## src/rtl/period_avg_tracker.sv

```systemverilog
// Period capture, range filter, lock tracking and 2^LOG2_AVG averaging of
// upstream period counts, with a valid/ready result port.
module period_avg_tracker #(
  parameter int unsigned W_N_MAX   = 16,
  parameter int unsigned LOG2_AVG  = 2,
  parameter int unsigned MIN_PER   = 4,
  parameter int unsigned MAX_PER   = 1000,
  parameter int unsigned LOCK_CNT  = 4,
  parameter int unsigned ERR_LIMIT = 3
) (
  input  logic               clk,
  input  logic               reset_l,
  input  logic               clr,
  input  logic [W_N_MAX-1:0] count_in,
  input  logic               valid_in,
  output logic [W_N_MAX-1:0] avg_out,
  output logic               avg_valid,
  input  logic               avg_ready,
  output logic               locked,
  output logic [1:0]         state_o,
  output logic               overrun,
  output logic [7:0]         err_cnt
);

  localparam int unsigned ACC_W  = W_N_MAX + LOG2_AVG;
  localparam int unsigned NACC_W = LOG2_AVG + 1;
  localparam int unsigned RUN_W  = $clog2(LOCK_CNT + 1);
  localparam int unsigned BAD_W  = $clog2(ERR_LIMIT + 1);

  typedef enum logic [1:0] {IDLE = 2'd0, ACQ = 2'd1, TRACK = 2'd2, LOST = 2'd3} state_t;

  state_t              state, state_nxt;
  logic [RUN_W-1:0]    run_cnt, run_nxt;
  logic [BAD_W-1:0]    bad_run, bad_nxt;
  logic [ACC_W-1:0]    acc, acc_nxt, sum;
  logic [NACC_W-1:0]   nacc, nacc_nxt;
  logic                valid_q, cap_stb, good, res_vld;
  logic [W_N_MAX-1:0]  cap_val, res_val;

  assign state_o = state;

  // FSM and accumulator registers
  always_ff @(posedge clk or negedge reset_l) begin
    if (!reset_l) begin
      state   <= IDLE;
      run_cnt <= '0;
      bad_run <= '0;
      acc     <= '0;
      nacc    <= '0;
    end else if (clr) begin
      state   <= IDLE;
      run_cnt <= '0;
      bad_run <= '0;
      acc     <= '0;
      nacc    <= '0;
    end else begin
      state   <= state_nxt;
      run_cnt <= run_nxt;
      bad_run <= bad_nxt;
      acc     <= acc_nxt;
      nacc    <= nacc_nxt;
    end
  end

  // Next-state logic; only a capture strobe moves the FSM
  always_comb begin
    state_nxt = state;
    run_nxt   = run_cnt;
    bad_nxt   = bad_run;
    acc_nxt   = acc;
    nacc_nxt  = nacc;
    res_vld   = 1'b0;
    good      = (cap_val >= W_N_MAX'(MIN_PER)) && (cap_val <= W_N_MAX'(MAX_PER));
    sum       = acc + ACC_W'(cap_val);
    res_val   = W_N_MAX'(sum >> LOG2_AVG);
    if (cap_stb) begin
      case (state)
        IDLE, LOST: begin
          if (good) begin
            state_nxt = ACQ;
            run_nxt   = RUN_W'(1);
          end
        end
        ACQ: begin
          if (good) begin
            run_nxt = run_cnt + RUN_W'(1);
            if (run_nxt == RUN_W'(LOCK_CNT)) begin
              state_nxt = TRACK;
              acc_nxt   = '0;
              nacc_nxt  = '0;
              bad_nxt   = '0;
            end
          end else begin
            state_nxt = IDLE;
            run_nxt   = '0;
          end
        end
        TRACK: begin
          if (good) begin
            bad_nxt = '0;
            if (nacc == NACC_W'(2 ** LOG2_AVG - 1)) begin
              res_vld  = 1'b1;
              acc_nxt  = '0;
              nacc_nxt = '0;
            end else begin
              acc_nxt  = sum;
              nacc_nxt = nacc + NACC_W'(1);
            end
          end else begin
            bad_nxt = bad_run + BAD_W'(1);
            if (bad_nxt == BAD_W'(ERR_LIMIT)) begin
              state_nxt = LOST;
              acc_nxt   = '0;
              nacc_nxt  = '0;
              bad_nxt   = '0;
            end
          end
        end
        default: state_nxt = IDLE;
      endcase
    end
  end

  // Capture on valid_in rising edge; valid_q resets high to mask a level-high valid
  always_ff @(posedge clk or negedge reset_l) begin
    if (!reset_l) begin
      valid_q   <= 1'b1;
      cap_stb   <= 1'b0;
      cap_val   <= '0;
      locked    <= 1'b0;
      avg_out   <= '0;
      avg_valid <= 1'b0;
      overrun   <= 1'b0;
      err_cnt   <= '0;
    end else if (clr) begin
      valid_q   <= 1'b1;
      cap_stb   <= 1'b0;
      cap_val   <= '0;
      locked    <= 1'b0;
      avg_out   <= '0;
      avg_valid <= 1'b0;
      overrun   <= 1'b0;
      err_cnt   <= '0;
    end else begin
      valid_q <= valid_in;
      cap_stb <= valid_in && !valid_q;
      if (valid_in && !valid_q) cap_val <= count_in;
      locked <= (state_nxt == TRACK);
      if (cap_stb && !good && err_cnt != 8'hFF) err_cnt <= err_cnt + 8'd1;
      // A same-cycle accept frees the slot for the new result
      if (res_vld) begin
        if (!avg_valid || avg_ready) begin
          avg_out   <= res_val;
          avg_valid <= 1'b1;
        end else begin
          overrun <= 1'b1;
        end
      end else if (avg_valid && avg_ready) begin
        avg_valid <= 1'b0;
      end
    end
  end

endmodule

```

## config.mk

```make
export PLATFORM = sky130hd
export DESIGN_NAME = period_avg_tracker
export DESIGN_NICKNAME = d
export VERILOG_FILES = /design/src/rtl/period_avg_tracker.sv
export SDC_FILE = /design/constraint.sdc
export NUM_CORES = 1
export LEC_CHECK = 0
export CORE_MARGIN = 2
export CORE_UTILIZATION = 43
export DETAILED_ROUTE_END_ITERATION = 10
export GPL_TIMING_DRIVEN = 0
export PLACE_DENSITY_LB_ADDON = 0.25
export REMOVE_ABC_BUFFERS = 1
export SYNTH_ARGS = -nofsm -noshare
export SYNTH_HDL_FRONTEND = slang
export SYNTH_SLANG_ARGS = --single-unit
```

## constraint.sdc

```tcl
create_clock -name clk -period 3.05 [get_ports clk]
set_input_delay 0.61 -clock clk [delete_from_list [all_inputs] [get_ports clk]]
set_output_delay 0.61 -clock clk [all_outputs]
set_load 0.1 [all_outputs]
```

=== Yosys cells after proc, flatten, opt, wreduce, memory -nomap -nowiden ===
Cells that the tools add are included.

* Register bits after elaboration: 73
* Latch bits: 0
* Bits in writable memories: 0
* Bits in read-only memories: 0
* Input port bits: 21
* Output and inout port bits: 29
* Logic and storage cells: 116
* Memories kept: 0

* Add/sub/neg operators: 5
* Multipliers: 0
* Divide/modulo/power cells: 0
* Magnitude comparators: 2
* Equal/unequal tests: 14
* Shift-type cells: 0
* Mux-type cells: 57
* Bitwise operators: 0
* Reduce and logical (&&, ||, !) cells: 25

{| class="wikitable"
|+ Operators with widths
! operator !! number
|-
| $mux 18 || 7
|-
| $mux 16 || 5
|-
| $pmux 18 s2 || 1
|-
| $mux 3 || 11
|-
| $mux 2 || 13
|-
| $add 18x16->18 || 1
|-
| $ge 16x3->1 const B || 1
|-
| $le 16x10->1 const B || 1
|-
| $mux 8 || 2
|-
| $mux 1 || 14
|-
| $pmux 3 s2 || 2
|-
| $reduce_bool 2->1 || 5
|-
| $ne 3x3->1 const B || 3
|-
| $reduce_bool 3->1 || 3
|-
| $add 8x1->8 const B || 1
|-
| $eq 2x2->1 const B || 4
|-
| $ne 8x8->1 const B || 1
|-
| $add 3x1->3 const B || 2
|-
| $pmux 2 s3 || 1
|-
| $reduce_and 2->1 || 3
|-
| $logic_and 1x1->1 || 5
|-
| $reduce_and 5->1 || 1
|-
| $ne 4x4->1 const B || 1
|-
| $pmux 2 s2 || 1
|-
| other kinds (12) || 14
|}

=== Longest topological paths before layout ===
Gate-level depths: netlist of run 1.

* Depth after elaboration: 8
* Mapped depth: 9
* Mapped depth without buffers: 9

=== Worst setup path before layout of run 1 ===
No wires, ideal clock.

* Kind: flip-flop to flip-flop
* Start point: register state[0], in the netlist state_o[0]
* End point: register acc[17]
* Setup time: 126 ps
* Arrival: 2506 ps
* Required time: 2924 ps
* Slack: 418 ps
* Cell stages (with the launch flop): 9
* Buffers on the path: 0
* Clock period less this slack: 2632 ps
* Cell sequence: dfrtp_1 -> inv_1 -> ha_1 -> nor2b_1 -> a31o_2 -> a21oi_1 -> or3_1 -> nor2_1 -> a221o_1

* Word-level cells in the longest chain between the ends: 4
* Elaborated cells between the ends (all ways): 10
* Classes of those cells: 5 x eq/ne; 3 x mux; 2 x reduce/logical

{| class="wikitable"
|+ Ends and longest elaborated chain
! element !! RTL line !! source
|-
| start: declaration || 32 || <nowiki>state_t state, state_nxt;</nowiki>
|-
| start signal: assignment || 57 || <nowiki>state <= state_nxt;</nowiki>
|-
| $eq 2x2->1 or $eq 2x1->1 (tied branches) || 77 || <nowiki>case (state)</nowiki>
|-
| $pmux 18 s2 || 77 ||
|-
| $mux 18 || 76 || <nowiki>if (cap_stb) begin</nowiki>
|-
| $mux 18 || 50 || <nowiki>end else if (clr) begin</nowiki>
|-
| end signal: assignment || 60 || <nowiki>acc <= acc_nxt;</nowiki>
|-
| end: declaration || 35 || <nowiki>logic [ACC_W-1:0] acc, acc_nxt, sum;</nowiki>
|}

Several ways; a longest one is shown, not always the timed one. The select of a mux whose other input is x is not followed.
A chain may end at the register's enable or synchronous reset.

=== Worst setup path after layout of run 1 ===
* Start point: input port clr
* End point: register acc[17]

* Word-level cells in the longest chain between the ends: 2
* Elaborated cells between the ends (all ways): 7
* Classes of those cells: 3 x eq/ne; 1 x mux; 3 x reduce/logical

{| class="wikitable"
|+ Ends and longest elaborated chain
! element !! RTL line !! source
|-
| start: declaration || 13 || <nowiki>input logic clr,</nowiki>
|-
| $ne 4x4->1 (no line), or another cell as far along || -- ||
|-
| $reduce_and 5->1 (no line) || -- ||
|}

Several ways; a longest one is shown, not always the timed one.

==> results.sh, run 1 <==
export IMPL_final_max_slew_violation_count=0
export IMPL_drt_wl_total_mm=9.234
export IMPL_wl_per_cell_microns=16.67
export IMPL_netlist_top_cell_by_area="sky130_fd_sc_hd__dfrtp_1"
export IMPL_regToRegStartpoint="cap_val[14]"
export IMPL_worst_endpoint_arrival_ns=3.09
export IMPL_syn_cell_area_sq_mm=0.004045
export IMPL_peakVddDrop_mv=0.2243
export IMPL_timing_worst_slew_pin_value_ns=1.302
export IMPL_number_of_enable_type_register_cells_in_the_synthesized_netlist=0
export IMPL_static_leakage_power_uw=0.002166
export IMPL_latest_clock_arrival_within_the_worst_skew_pair_ns=0.35
export IMPL_fillerInstances=838
export IMPL_numCtsBuffers=9
export IMPL_drive_gt1_frac=0.09029
export IMPL_max_freq_mhz=355.2
export IMPL_worst_setup_path_start_kind="input port"
export IMPL_post_layout_total_power_uw=2012
export IMPL_min_period_over_period=0.9231
export IMPL_crit_path_end_kind="register"
export IMPL_slowest_delay_ns=0.90
export IMPL_place_detailed_instances=538
export IMPL_die_height_microns=101.0
export IMPL_first_global_vias=3044
export IMPL_diodes=0
export IMPL_global_route_congestion_overflow_total=0
export IMPL_path_buf_inv=1
export IMPL_synth_yosys_warnings=0
export IMPL_grt_total_usage=0.1916
export IMPL_relSlewSlack=0.1317
export IMPL_row_count=35
export IMPL_grt_max_degree=47
export IMPL_synthCells=387
export IMPL_start_util=0.4399
export IMPL_fin_crit_ns=2.815
export IMPL_synthTopCellsByCount="sky130_fd_sc_hd__dfrtp_1, sky130_fd_sc_hd__a22o_1, sky130_fd_sc_hd__nand2_1"
export IMPL_unrepaired_setup_endpoints_after_global_routing="no"
export IMPL_synth_seq_cells=73
export IMPL_gp_routability_congestion=0.9055
export IMPL_synth_ff_type="sky130_fd_sc_hd__dfrtp_1"
export IMPL_netlist_cell_type_count=63
export IMPL_register_area_sq_mm=0.001828
export IMPL_crit_path_top_delay_cell="sky130_fd_sc_hd__clkdlybuf4s50_1"
export IMPL_cts_root_buffer_cell="sky130_fd_sc_hd__clkbuf_8"
export IMPL_max_cap_violations=0
export IMPL_status="finished, final reports clean"
export IMPL_report_final_hold_viol_count=0
export IMPL_grt_antenna_before_repair=0
export IMPL_synth_async_reset_ratio=1.000
export IMPL_number_of_endpoints_failing_setup_at_the_final_stage=0
export IMPL_firstDrtPassIters=4
export IMPL_die_w_microns=101.0
export IMPL_power_density_mw_per_mm2=411.5
export IMPL_crit_fanout=24
export IMPL_floorplan_die_area_sq_mm=0.01020
export IMPL_via_per_inst=5.809
export IMPL_antenna_left=0
export IMPL_design_final_nets=482
export IMPL_post_layout_nonfiller_instances=554
export IMPL_grt_first_pass_wirelength_mm=15.30
export IMPL_crit_family="simple AND/OR/NAND/NOR gates"
export IMPL_htreeDepth=3
export IMPL_area_growth_syn_to_layout_pct=20.88
export IMPL_fin_skew_ns=0.009100
export IMPL_cts_buffer_depth=2
export IMPL_sequence_of_cells_on_the_critical_path="clkdlybuf4s50_1 -> nand2b_1 -> or3_4 -> or3_1 -> nor3b_1 -> a221o_1"
export IMPL_yosys_top_cells_area="sky130_fd_sc_hd__dfrtp_1, sky130_fd_sc_hd__a22o_1, sky130_fd_sc_hd__ha_1, sky130_fd_sc_hd__xnor2_1, sky130_fd_sc_hd__o21ai_0"
export IMPL_tritoncts="yes"
export IMPL_clkSlewWorstSetupHoldPaths_ns=0.07
export IMPL_io_pins=50
export IMPL_remaining_drc_errors=0
export IMPL_synth_most_common_cell="sky130_fd_sc_hd__dfrtp_1"
export IMPL_multi_input_combinational_cell_area_sq_mm=0.002121
export IMPL_num_vias=3218
export IMPL_hold_path_class="input port to async pin"
export IMPL_drt_iter0_markers=196
export IMPL_syn_area_per_cell_sq_um=10.45
export IMPL_placement_io_buffers=49
export IMPL_worstSetupStartpoint="clr"
export IMPL_synth_sequential_area_ratio=0.4519
export IMPL_fin_hold_ws_ns=0.1778
export IMPL_timing_setup_critical_path_class="input port to register"
export IMPL_coreArea_sq_mm=0.009196
export IMPL_numClockSinks=73
export IMPL_synth_top_area_frac=0.4454
export IMPL_cp_data_required_time_ns=3.33
export IMPL_hpwlAfterDp_mm=6.705
layout by cell type, fill, tap and decap left out, types with 3 or more instances in the layout:
cell / n
sky130_fd_sc_hd__o31ai_1: 3
sky130_fd_sc_hd__clkdlybuf4s50_1: 48
sky130_fd_sc_hd__a21oi_1: 19
sky130_fd_sc_hd__nor4_1: 4
sky130_fd_sc_hd__nand2_1: 28
sky130_fd_sc_hd__a21o_1: 3
sky130_fd_sc_hd__nor3_1: 8
sky130_fd_sc_hd__xnor2_1: 15
sky130_fd_sc_hd__o2bb2ai_1: 6
sky130_fd_sc_hd__xor2_1: 7
sky130_fd_sc_hd__and3_1: 6
sky130_fd_sc_hd__ha_1: 22
sky130_fd_sc_hd__a31oi_1: 3
sky130_fd_sc_hd__nor2_1: 22
sky130_fd_sc_hd__dfrtp_1: 72
sky130_fd_sc_hd__nand2b_1: 7
sky130_fd_sc_hd__nand4_1: 4
sky130_fd_sc_hd__nor2b_1: 6
sky130_fd_sc_hd__nand3_1: 7
sky130_fd_sc_hd__clkbuf_1: 3
sky130_fd_sc_hd__inv_1: 14
sky130_fd_sc_hd__o21ai_0: 25
sky130_fd_sc_hd__o21a_1: 4
sky130_fd_sc_hd__a22o_1: 38
sky130_fd_sc_hd__a211oi_1: 4
sky130_fd_sc_hd__clkbuf_8: 11
what timing repair did:
item / CTS / global route
gates resized for setup: 0 / 1
hold buffers: 0 / 0
buffers inserted: 0 / 0
endpoints found under the setup margin: 0 / 6
where the power goes:
group	switching, uW	total [uW]	internal [uW]
clock	345	852	507
sequential	13.6	991	977
combinational	105	170	64.8
total	463	2010	1550
path summary, 6_finish.rpt:
| check | end | slack, ns | depth (start not counted) |
|---|---|---|---|
| min reg2reg | nacc[1] | 0.49 | 2 |
| max in group asynchronous | valid_q | 2.25 | 2 |
| min in group clk | nacc[1] | 0.49 | 2 |
| max reg2reg | avg_out[2] | 0.25 | 6 |
| min | avg_out[4] | 0.18 | 1 |
| max | acc[17] | 0.23 | 6 |
per-layer routing:
layer,wire length [microns],vias to the layer above,part of all wire,track usage
met5,0,-,0,0
met4,248,0,0.027,0.07277
met3,291,18,0.032,0.04646
met2,4204,61,0.46,0.2867
met1,4490,1577,0.49,0.2694
li1,-,1562,-,-
flip-flops by register name, summed over array words and instances (netlist names), 2 cells and up:
register,flops
nacc,3
state_o,2
err_cnt,8
acc,18
run_cnt,3
cap_val,16
avg_out,16
bad_run,2
kinds of logic after synthesis:
family	Yosys count	share of synthesized area
xor+xnor	22	0.04764
mux	1	0.002784
flops	73	0.4519
buf+inv	25	0.02753
fa+ha+maj	23	0.07300
simple gates	112	0.1547
compound gates	131	0.2425
area by class of cell:
cell class                 count  share of cell area
clock inverter                 2             0.01228
timing repair buffer          51              0.1077
inverter                      14             0.01075
clock buffer                  14             0.03327
tap                          111             0.02840
sequential                    73              0.3738
multi-input combinational    289              0.4337
metrics by stage:
stage / worst slack [ns] / utilization / TNS (ns) / cell area (sq um)
floorplan: 0.1083 / - / 0 / 3986
global placement: -1.193 / 0.5019 / -106.21 / 4616
detailed placement: -0.2232 / 0.5068 / -2.429 / 4661
CTS: 0.1366 / 0.5310 / 0 / 4883
global route: 0.04368 / 0.5317 / 0 / 4890
finish: 0.2346 / 0.5317 / 0 / 4890
(Power assumes the default switching activity.)
==> inputs of run 2 (changes only) <==
CORE_ASPECT_RATIO = 0.5   (was unset)
==> results.sh, run 2 (synthesis gave the netlist of run 1 again) <==
export IMPL_placement_io_buffers=49
export IMPL_global_route_congestion_overflow_total=0
export IMPL_drt_wl_total_mm=9.356
export IMPL_worstSetupStartpoint="clr"
export IMPL_grt_first_pass_wirelength_mm=15.53
export IMPL_crit_path_end_kind="register"
export IMPL_mostFrequentLayoutCells="sky130_fd_sc_hd__dfrtp_1, sky130_fd_sc_hd__clkdlybuf4s50_1, sky130_fd_sc_hd__a22o_1"
export IMPL_grt_total_usage=0.1978
export IMPL_relSlewSlack=0.1474
export IMPL_largest_register_ffs=18
export IMPL_first_global_vias=3023
export IMPL_peakVddDrop_mv=0.2421
export IMPL_crit_fanout=24
export IMPL_status="finished, final reports clean"
export IMPL_unrepaired_setup_endpoints_after_global_routing="no"
export IMPL_post_cts_hold_buffer_count=0
export IMPL_multi_input_combinational_cell_area_sq_mm=0.002121
export IMPL_worst_endpoint_arrival_ns=3.08
export IMPL_coreArea_sq_mm=0.008919
export IMPL_design_final_nets=483
export IMPL_clkSlewWorstSetupHoldPaths_ns=0.06
export IMPL_max_cap_violations=0
export IMPL_remaining_drc_errors=0
export IMPL_cp_data_required_time_ns=3.32
export IMPL_top_register="acc"
export IMPL_register_area_sq_mm=0.001828
export IMPL_floorplan_die_area_sq_mm=0.01025
export IMPL_mostFrequentLayoutCell="sky130_fd_sc_hd__dfrtp_1"
export IMPL_die_w_microns=141.2
export IMPL_tritoncts="yes"
export IMPL_fin_skew_ns=0.008246
export IMPL_final_max_slew_violation_count=0
export IMPL_wl_per_cell_microns=16.71
export IMPL_die_height_microns=72.59
export IMPL_grt_antenna_before_repair=0
export IMPL_antenna_left=0
export IMPL_timing_worst_slew_pin_value_ns=1.279
export IMPL_report_final_hold_viol_count=0
export IMPL_fin_hold_ws_ns=0.2021
export IMPL_timing_setup_critical_path_class="input port to register"
export IMPL_min_period_over_period=0.9196
export IMPL_regToRegStartpoint="cap_val[0]"
export IMPL_worst_setup_path_start_kind="input port"
export IMPL_cts_root_buffer_cell="sky130_fd_sc_hd__clkbuf_16"
export IMPL_hpwlAfterDp_mm=6.669
export IMPL_fillerInstances=793
export IMPL_row_count=24
export IMPL_grt_max_degree=43
export IMPL_gp_routability_congestion=0.8444
export IMPL_htreeDepth=3
export IMPL_max_freq_mhz=356.5
export IMPL_power_density_mw_per_mm2=430.0
export IMPL_firstDrtPassIters=4
export IMPL_drive_gt1_frac=0.09255
export IMPL_num_vias=3208
export IMPL_hold_path_class="input port to async pin"
export IMPL_area_growth_syn_to_layout_pct=22.27
export IMPL_start_util=0.4536
export IMPL_drt_iter0_markers=194
export IMPL_numCtsBuffers=9
export IMPL_cts_buffer_depth=2
export IMPL_via_per_inst=5.729
export IMPL_numClockSinks=73
export IMPL_ctsResizeCount=0
export IMPL_layout_setup_ws_ns=0.2453
export IMPL_largestRegisters="acc (18), avg_out (16), cap_val (16)"
export IMPL_number_of_endpoints_failing_setup_at_the_final_stage=0
export IMPL_latest_clock_arrival_within_the_worst_skew_pair_ns=0.34
export IMPL_fin_crit_ns=2.805
export IMPL_io_pins=50
export IMPL_diodes=0
export IMPL_post_layout_total_power_uw=2127
export IMPL_static_leakage_power_uw=0.002187
export IMPL_pre_cts_slack_ns=-0.2221
export IMPL_postCtsSetupBuffers=0
-- run 2: changes by cell type in the layout (fill, tap and decap cells not counted) --
| cell | previous run | this run |
|---|---|---|
| sky130_fd_sc_hd__buf_16 | 1 | 0 |
| sky130_fd_sc_hd__clkinv_2 | 0 | 2 |
| sky130_fd_sc_hd__buf_8 | 0 | 1 |
| sky130_fd_sc_hd__clkbuf_16 | 0 | 9 |
| sky130_fd_sc_hd__clkinvlp_4 | 0 | 1 |
| sky130_fd_sc_hd__clkbuf_1 | 3 | 2 |
| sky130_fd_sc_hd__clkbuf_8 | 11 | 1 |
| sky130_fd_sc_hd__bufinv_16 | 2 | 0 |
| sky130_fd_sc_hd__buf_12 | 0 | 1 |
-- run 2: final cells by class --
class	count	area share
sequential	73	0.3696
tap	117	0.02960
inverter	14	0.01062
clock buffer	12	0.04984
timing repair buffer	52	0.1080
multi-input combinational	289	0.4288
clock inverter	3	0.003542
-- run 2: worst paths after layout --
kind                               end  slack [ns]  cells after the start
min reg2reg                    nacc[1]        0.49                      2
max in group asynchronous      nacc[2]        2.28                      2
min in group clk               nacc[1]        0.49                      2
min                        avg_out[13]        0.20                      1
max                            acc[17]        0.25                      6
max reg2reg                    acc[16]        0.28                      9
-- run 2: layer usage --
layer,track usage,vias to the layer above,routed length [microns],part of all wire
met3,0.05184,8,627,0.067
met1,0.2989,1549,4818,0.51
met4,0.06222,0,92,0.0098
met2,0.2762,89,3817,0.41
met5,0,-,0,0
li1,-,1562,-,-
-- run 2: metrics by stage --
stage               cells  setup TNS [ns]  utilization  cell area [sq um]
global route          560               0       0.5546               4946
detailed placement    545          -2.407       0.5243               4676
floorplan             376               0            -               3986
global placement      542         -110.59       0.5184               4623
CTS                   560               0       0.5539               4940
finish                560               0       0.5546               4946
-- run 2: critical path, stage by stage --
cell                              delay [ns]
sky130_fd_sc_hd__clkdlybuf4s50_1        0.89
sky130_fd_sc_hd__nand2b_1               0.45
sky130_fd_sc_hd__or3_4                  0.39
sky130_fd_sc_hd__or3_1                  0.40
sky130_fd_sc_hd__nor3b_1                0.20
sky130_fd_sc_hd__a221o_1                0.13
-- run 2: report_power, final --
part | switching (uW) | internal (uW)
combinational | 105 | 67.1
sequential | 14.0 | 979
clock | 396 | 566
total | 516 | 1610
